==> src/rtl/dht11_sampler_if.sv <==
// Signal bundle between the DHT11 sampler, the sensor controller, the
// request/mode inputs and the FND display path.
interface dht11_sampler_if;
  logic        req;
  logic        auto_en;
  logic [15:0] humidity;
  logic [15:0] temperature;
  logic        dht11_done;
  logic        dht11_valid;
  logic        dht11_start;
  logic [11:0] hum_bcd;
  logic [11:0] tmp_bcd;
  logic        data_ready;
  logic        stale;
  logic [7:0]  err_cnt;
  logic        busy;

  modport master (
    input  req, auto_en, humidity, temperature, dht11_done, dht11_valid,
    output dht11_start, hum_bcd, tmp_bcd, data_ready, stale, err_cnt, busy
  );

  modport slave (
    output req, auto_en, humidity, temperature, dht11_done, dht11_valid,
    input  dht11_start, hum_bcd, tmp_bcd, data_ready, stale, err_cnt, busy
  );
endinterface

==> src/rtl/dht11_sampler.sv <==
// Triggers DHT11 reads (periodic or on request) with a minimum gap, times out
// stuck reads, and converts the integer bytes to 3-digit BCD by double-dabble.
module dht11_sampler #(
  parameter int TICK_DIV   = 100_000,
  parameter int MIN_GAP_MS = 1000,
  parameter int PERIOD_MS  = 2000,
  parameter int TIMEOUT_MS = 50
) (
  input logic             clk,
  input logic             rst,
  dht11_sampler_if.master bus
);

  localparam int DIV_W  = (TICK_DIV > 1) ? $clog2(TICK_DIV) : 1;
  localparam int GAP_W  = $clog2(PERIOD_MS + 1);
  localparam int WAIT_W = $clog2(TIMEOUT_MS + 1);

  localparam logic [DIV_W-1:0]  DIV_LAST = DIV_W'(TICK_DIV - 1);
  localparam logic [GAP_W-1:0]  GAP_MIN  = GAP_W'(MIN_GAP_MS);
  localparam logic [GAP_W-1:0]  GAP_MAX  = GAP_W'(PERIOD_MS);
  localparam logic [WAIT_W-1:0] WAIT_MAX = WAIT_W'(TIMEOUT_MS);

  typedef enum logic [2:0] {
    IDLE      = 3'd0,
    TRIG      = 3'd1,
    WAIT_DONE = 3'd2,
    CONVERT   = 3'd3,
    UPDATE    = 3'd4
  } state_t;

  state_t state, state_next;

  logic [DIV_W-1:0]  div_cnt;
  logic              tick;
  logic [GAP_W-1:0]  gap_ms;
  logic [WAIT_W-1:0] wait_ms;
  logic              pending;
  logic [2:0]        iter;

  logic              enter_trig;
  logic              capture;
  logic              fail;

  logic [7:0]        hum_sh, tmp_sh;
  logic [11:0]       hum_acc, tmp_acc;

  logic              start_r;
  logic [11:0]       hum_bcd_r, tmp_bcd_r;
  logic              ready_r;
  logic              stale_r;
  logic [7:0]        err_r;

  logic              unused_frac;

  // One double-dabble iteration: add 3 to every digit >= 5, then shift left.
  function automatic logic [19:0] dd_step(input logic [11:0] bcd, input logic [7:0] sh);
    logic [11:0] adj;
    adj = bcd;
    for (int d = 0; d < 3; d++) begin
      if (bcd[d*4 +: 4] >= 4'd5) adj[d*4 +: 4] = bcd[d*4 +: 4] + 4'd3;
    end
    return {adj, sh} << 1;
  endfunction

  function automatic logic [7:0] sat_inc8(input logic [7:0] v);
    return (v == 8'hFF) ? v : v + 8'd1;
  endfunction

  assign tick        = (div_cnt == DIV_LAST);
  assign unused_frac = ^{bus.humidity[7:0], bus.temperature[7:0]};

  always_comb begin
    state_next = state;
    enter_trig = 1'b0;
    capture    = 1'b0;
    fail       = 1'b0;
    case (state)
      IDLE: begin
        if (gap_ms >= GAP_MIN && (pending || (bus.auto_en && gap_ms == GAP_MAX))) begin
          state_next = TRIG;
          enter_trig = 1'b1;
        end
      end
      TRIG: state_next = WAIT_DONE;
      WAIT_DONE: begin
        // A done arriving in the timeout cycle still counts as a response.
        if (bus.dht11_done) begin
          if (bus.dht11_valid) begin
            state_next = CONVERT;
            capture    = 1'b1;
          end else begin
            state_next = IDLE;
            fail       = 1'b1;
          end
        end else if (wait_ms == WAIT_MAX) begin
          state_next = IDLE;
          fail       = 1'b1;
        end
      end
      CONVERT: if (iter == 3'd7) state_next = UPDATE;
      UPDATE:  state_next = IDLE;
      default: state_next = IDLE;
    endcase
  end

  always_ff @(posedge clk or posedge rst) begin
    if (rst) begin
      state     <= IDLE;
      div_cnt   <= '0;
      gap_ms    <= '0;
      wait_ms   <= '0;
      pending   <= 1'b0;
      iter      <= '0;
      start_r   <= 1'b0;
      hum_bcd_r <= '0;
      tmp_bcd_r <= '0;
      ready_r   <= 1'b0;
      stale_r   <= 1'b0;
      err_r     <= '0;
    end else begin
      state   <= state_next;
      div_cnt <= tick ? '0 : div_cnt + DIV_W'(1);

      if (enter_trig)                  gap_ms <= '0;
      else if (tick && gap_ms != GAP_MAX) gap_ms <= gap_ms + GAP_W'(1);

      if (state == TRIG)                   wait_ms <= '0;
      else if (state == WAIT_DONE && tick) wait_ms <= wait_ms + WAIT_W'(1);

      // A request landing on the trigger edge is served by this very trigger.
      pending <= enter_trig ? 1'b0 : (pending | bus.req);
      iter    <= (state == CONVERT) ? iter + 3'd1 : 3'd0;
      start_r <= enter_trig;
      ready_r <= (state == UPDATE);

      if (state == UPDATE) begin
        hum_bcd_r <= hum_acc;
        tmp_bcd_r <= tmp_acc;
        stale_r   <= 1'b0;
      end
      if (fail) begin
        stale_r <= 1'b1;
        err_r   <= sat_inc8(err_r);
      end
    end
  end

  // Conversion datapath; only consumed after a capture has initialised it.
  always_ff @(posedge clk) begin
    if (capture) begin
      hum_sh  <= bus.humidity[15:8];
      tmp_sh  <= bus.temperature[15:8];
      hum_acc <= '0;
      tmp_acc <= '0;
    end else if (state == CONVERT) begin
      {hum_acc, hum_sh} <= dd_step(hum_acc, hum_sh);
      {tmp_acc, tmp_sh} <= dd_step(tmp_acc, tmp_sh);
    end
  end

  assign bus.dht11_start = start_r;
  assign bus.hum_bcd     = hum_bcd_r;
  assign bus.tmp_bcd     = tmp_bcd_r;
  assign bus.data_ready  = ready_r;
  assign bus.stale       = stale_r;
  assign bus.err_cnt     = err_r;
  assign bus.busy        = (state != IDLE);

endmodule

==> src/flat_wrapper.sv <==
// flat-port wrapper written by rule: the top's interface ports become plain ports
module dht11_sampler_flat 
#(
  parameter int TICK_DIV   = 100_000,
  parameter int MIN_GAP_MS = 1000,
  parameter int PERIOD_MS  = 2000,
  parameter int TIMEOUT_MS = 50
)
  (clk, rst, bus_req, bus_auto_en, bus_humidity, bus_temperature, bus_dht11_done, bus_dht11_valid, bus_dht11_start, bus_hum_bcd, bus_tmp_bcd, bus_data_ready, bus_stale, bus_err_cnt, bus_busy);
  dht11_sampler_if bus_i ();
  input logic clk;
  input logic rst;
  input wire logic [$bits(bus_i.req)-1:0] bus_req;
  input wire logic [$bits(bus_i.auto_en)-1:0] bus_auto_en;
  input wire logic [$bits(bus_i.humidity)-1:0] bus_humidity;
  input wire logic [$bits(bus_i.temperature)-1:0] bus_temperature;
  input wire logic [$bits(bus_i.dht11_done)-1:0] bus_dht11_done;
  input wire logic [$bits(bus_i.dht11_valid)-1:0] bus_dht11_valid;
  output wire logic [$bits(bus_i.dht11_start)-1:0] bus_dht11_start;
  output wire logic [$bits(bus_i.hum_bcd)-1:0] bus_hum_bcd;
  output wire logic [$bits(bus_i.tmp_bcd)-1:0] bus_tmp_bcd;
  output wire logic [$bits(bus_i.data_ready)-1:0] bus_data_ready;
  output wire logic [$bits(bus_i.stale)-1:0] bus_stale;
  output wire logic [$bits(bus_i.err_cnt)-1:0] bus_err_cnt;
  output wire logic [$bits(bus_i.busy)-1:0] bus_busy;
  assign bus_i.req = bus_req;
  assign bus_i.auto_en = bus_auto_en;
  assign bus_i.humidity = bus_humidity;
  assign bus_i.temperature = bus_temperature;
  assign bus_i.dht11_done = bus_dht11_done;
  assign bus_i.dht11_valid = bus_dht11_valid;
  assign bus_dht11_start = bus_i.dht11_start;
  assign bus_hum_bcd = bus_i.hum_bcd;
  assign bus_tmp_bcd = bus_i.tmp_bcd;
  assign bus_data_ready = bus_i.data_ready;
  assign bus_stale = bus_i.stale;
  assign bus_err_cnt = bus_i.err_cnt;
  assign bus_busy = bus_i.busy;
  dht11_sampler #(.TICK_DIV(TICK_DIV), .MIN_GAP_MS(MIN_GAP_MS), .PERIOD_MS(PERIOD_MS), .TIMEOUT_MS(TIMEOUT_MS)) u_core (.clk(clk), .rst(rst), .bus(bus_i));
endmodule
==> config.mk <==
export PLATFORM = sky130hd
export DESIGN_NAME = dht11_sampler_flat
export DESIGN_NICKNAME = d
export VERILOG_FILES = /design/src/rtl/dht11_sampler_if.sv /design/src/rtl/dht11_sampler.sv /design/src/flat_wrapper.sv
export SDC_FILE = /design/constraint.sdc
export NUM_CORES = 1
export LEC_CHECK = 0
export ABC_AREA = 1
export ABC_CLOCK_PERIOD_IN_PS = 2700
export BUFFER_PORTS_ARGS = -buffer_cell sky130_fd_sc_hd__buf_2
export CAP_MARGIN = 0
export CORE_UTILIZATION = 58
export DETAILED_ROUTE_END_ITERATION = 10
export PLACE_DENSITY_LB_ADDON = 0.05
export SYNTH_ARGS = -nofsm -noshare
export SYNTH_HDL_FRONTEND = slang
export SYNTH_SLANG_ARGS = --single-unit
==> constraint.sdc <==
create_clock -name clk -period 2.7 [get_ports clk]
set_input_delay 0.135 -clock clk [delete_from_list [all_inputs] [get_ports clk]]
set_output_delay 0.135 -clock clk [all_outputs]
set_load 0.03 [all_outputs]
==> qor.log <==
[sta] Finish-stage setup viols 0
[min_path] Min-Delay Path Depth 4
[critical_path] number of buffers and inverters on the critical path 2
[sta] worst relative slew slack 54.1%
[critical_path] number of gates on the worst path with buffers counted 9
[sta] RSZ-0062 raised after global routing no
[floorplanning] Core Area 0.00991 mm2
[clock_tree] buffers inserted during post-CTS setup optimization 0
[sta] maximum achievable frequency 537 MHz
[grt] met2 Resource Use GR 42.5%
[sta] setup clock skew after layout 0.00885 ns
[layout] number of nets in the finished design 884
[floorplanning] Die X-Extent 104 um
[floorplanning] Initial Utilization 60.5%
[layout] ratio of cells with drive above 1 in the final layout 14.7%
[floorplanning] vertical extent of the die 104 um
[critical_path] CP endpoint kind flop
[critical_path] startpoint of the lowest-slack register-to-register path u_core.gap_ms[0]
[clock_tree] clock edge transition at the registers on the reported setup and hold paths 0.05 ns
[synth] xor-xnor portion of the synthesized cell area 4.39%
[grt] via count of the first global-routing pass 4772
[sta] post-layout min period 1.86 ns
[critical_path] setup slack, reg-to-reg 0.84 ns
[synth] fraction of synthesized cell area taken by the top area cell type 31.7%
[synth] multiplexer fraction of the synthesized cell area 0%
[critical_path] chain of cells forming the critical path inv_1 -> ha_1 -> inv_1 -> nor2_1 -> nand3b_1 -> nand2_1 -> nand3_2 -> nand3_1 -> nand2_1
[detailed_routing] number of vias per cell 5.04
[synth] cell type contributing the most total cell area after synthesis dfrtp_1
[detailed_routing] WL per Instance 12.6 um
[critical_path] required arrival time at the worst endpoint 3.10 ns
[synth] number of cells produced by synthesis 748
[synth] number of nets in the synthesized netlist 806
[job] maxcap violations 0
[detailed_routing] Post-Route WL 12.2 mm
[grt] pin count of the biggest net entering global routing 50
[sta] final-report hold violation count 0
[critical_path] crit-path max cell delay 0.43 ns
[synth] Warnings, synthesis 0
[detailed_routing] number of antenna-violating nets in the routed design 0
[synth] count of distinct cell types in the synthesized netlist 33
[synth] post-synthesis sequential area ratio 47.8%
[layout] Finished Core Util 72.2%
[clock_tree] number of sinks handled by clock tree synthesis 116
[synth] number of register bits inferred by synthesis 116
[layout] signed area change from the synthesized netlist to the final layout 19.4%
[grt] GR met1 Demand/Resource 30.0%
[placement] routability congestion estimate 0.887
[critical_path] biggest fanout along the worst timing path 24
[grt] met3 capacity usage during global routing 5.79%
[layout] number of fill cells in the layout 778
[floorplanning] number of rows created at floorplan 36
[sta] Fin Setup TNS 0 ns
[critical_path] number of cells on the worst reg-to-reg path 9
[sta] setup ws final 0.838 ns
[synth] share of synthesized cell area in and, or, nand and nor gates 25.8%
[critical_path] Worst path slowest cell dfrtp_1
[clock_tree] clock tree from TritonCTS yes
[floorplanning] I/O pin count 74
[grt] initial antenna violation count 0
[min_path] type of the most critical hold path in2reg
[grt] most utilized layer in the global route result met2
[pwr] power density over cell area 569 mW/mm2
[synth] mean area per synthesized cell 8.01 um2
[grt] global route overflow 0
[critical_path] Crit Path Class reg2reg
[detailed_routing] remaining design rule violation count 0
[detailed_routing] number of iterations in the first detailed-routing pass 4
[critical_path] reg2reg end u_core.gap_ms[8]
[synth] Post-Synth Adder-Cell Area 4.18%
[critical_path] CP endpoint u_core.gap_ms[8]
[placement] worst setup timing slack at the placement stage 0.838 ns
[clock_tree] H-tree lvl count 4
[grt] first-pass GRT wire length 21.2 mm
[synth] compound-cell area share of the yosys netlist 8.63%
[clock_tree] cts bufs inserted 17
[critical_path] gate family responsible for the most delay along the worst path simple AND/OR/NAND/NOR gates
[floorplanning] overall die area 0.0107 mm2
[sta] slew at the pin with the worst max-slew slack 0.687 ns
[sta] number of max-slew violations in the final report 0
[pwr] Peak supply drop 0.000567 V
[critical_path] origin of the worst setup path u_core.gap_ms[0]
[layout] ant diodes 0
[pwr] Static Leakage 0.00365 uW
[synth] combinational family with the most area after synthesis simple AND/OR/NAND/NOR gates
[detailed_routing] DRT iter0 DRCs 282
[status] run status finished, final reports clean
[critical_path] Critical Path AT 2.26 ns
[synth] total standard cell area after synthesis 0.00599 mm2
[clock_tree] CTS root buffer clkbuf_8
[sta] share of the clock period used by the worst path 69.0%
[critical_path] type of element launching the critical path flop
[placement] IO buf count 57
[synth] Synth area leaders dfrtp_1, nand2_1, dfxtp_1
[grt] All-Layer GR Usage 24.6%
[clock_tree] CTS max path bufs 2
[placement] Detailed Place HPWL 8.26 mm
[detailed_routing] overall via count from detail_route 4900
[sta] Min Hold Slack 0.0326 ns
[clock_tree] insertion delay to the later sink of the worst-skew pair 0.52 ns
-- metal layers --
metal	share of wire, %	routed length (um)
met5	0	0
met4	1.3	162
met3	3.2	395
met2	50	6160
met1	45	5490
-- where the power goes --
part | switching, uW | total (uW) | internal, uW
clock | 759 | 2230 | 1470
sequential | 0.460 | 1760 | 1760
combinational | 35.6 | 68.3 | 32.6
total | 795 | 4070 | 3270
-- tightest hold or removal path: stages --
cell and delay [ns]:
buf_2 0.11, nor2_1 0.09, a21oi_1 0.10, nand3_1 0.07
-- layout make-up --
type	count	area (um2)	area share (%)
sequential	116	2860	40.0
multi-input combinational	497	2580	36.0
timing repair buffer	82	531	7.42
clock buffer	23	467	6.53
inverter	112	420	5.88
tap	133	166	2.33
clock inverter	9	128	1.78
-- flip-flops by register name, summed over array words and instances, names as in the netlist --
name / cells
u_core.gap_ms: 11
u_core.pending: 1
u_core.bus.dht11_start: 1
u_core.bus.err_cnt: 8
u_core.div_cnt: 17
u_core.iter: 3
u_core.bus.stale: 1
u_core.tmp_sh: 8
u_core.bus.data_ready: 1
u_core.bus.hum_bcd: 12
u_core.wait_ms: 6
u_core.tmp_acc: 12
u_core.hum_acc: 12
u_core.state: 3
u_core.bus.tmp_bcd: 12
u_core.hum_sh: 8
-- cells in the final DEF (no fill, tap or decap), types with 4 or more instances in the layout --
cell           synthesis  layout
dlygate4sd3_1          0      18
clkbuf_16              0      16
xnor2_1               10      10
nor2_4                 5       5
inv_1                108     107
xor2_1                20      20
o21ai_0               70      70
edfxtp_1              16      16
nand3_2                7       7
inv_2                  3       4
o21ai_1                8       8
nand3_1               58      58
a21oi_1               19      19
nor2_1                64      64
nor2_2                 5       5
ha_1                  20      20
nand2_1              183     183
nand2_2                6       6
nand4_1                9       9
dfxtp_1               24      24
buf_2                 12      57
clkbuf_8               0       4
buf_4                  4       6
dfrtp_1               76      76
-- stage by stage --
stage	power [uW]	std cells	cell area, um2
after floorplan	1820	748	5990
after global placement	1840	922	6380
after detailed placement	1850	922	6380
after CTS	4100	972	7150
after global routing	4180	972	7150
final	4070	972	7150
-- worst min path at each step --
| stage | from | to |
|---|---|---|
| floorplan | bus_req | u_core.pending |
| finish | bus_dht11_done | u_core.state[1] |
| CTS | bus_dht11_done | u_core.state[1] |
| detailed placement | rst | u_core.gap_ms[3] |
| global route | bus_dht11_done | u_core.state[1] |
| global placement | rst | u_core.gap_ms[4] |
-- synthesized netlist by cell type --
| cell | instances |
|---|---|
| or2_0 | 1 |
| dfxtp_1 | 24 |
| o21ai_1 | 8 |
| buf_6 | 2 |
| buf_2 | 12 |
| o21ai_0 | 70 |
| nand2_2 | 6 |
| inv_2 | 3 |
| a21oi_1 | 19 |
| nand2_1 | 183 |
| nand2_4 | 1 |
| nor3_1 | 3 |
| o21bai_1 | 3 |
| edfxtp_1 | 16 |
| clkbuf_1 | 5 |
| nand3_1 | 58 |
| clkinv_1 | 1 |
| xor2_1 | 20 |
| nor2_1 | 64 |
| nor3_2 | 1 |
| buf_4 | 4 |
| nand4_1 | 9 |
| xnor2_1 | 10 |
| dfrtp_1 | 76 |
| a22o_1 | 1 |
| ha_1 | 20 |
| inv_1 | 108 |
| nand3b_1 | 1 |
| nor2_8 | 1 |
| nor2_2 | 5 |
| nor2_4 | 5 |
| nand3_2 | 7 |
| nor3b_1 | 1 |
-- cells by family (layout without fill, tap and decap cells) --
| family | after synthesis | count (layout) |
|---|---|---|
| adder cells (fa/ha/maj) | 20 | 20 |
| flip-flops | 116 | 116 |
| buffers and inverters | 135 | 226 |
| AO/OA/AOI/OAI | 101 | 101 |
| XOR/XNOR | 30 | 30 |
| AND/OR/NAND/NOR | 346 | 346 |
-- what timing repair did --
action	in CTS	in global routing
hold buffers	18	0
hold endpoints to repair	47	0
gates resized for setup	0	0
Note: power is estimated with default switching activity, not from simulation.
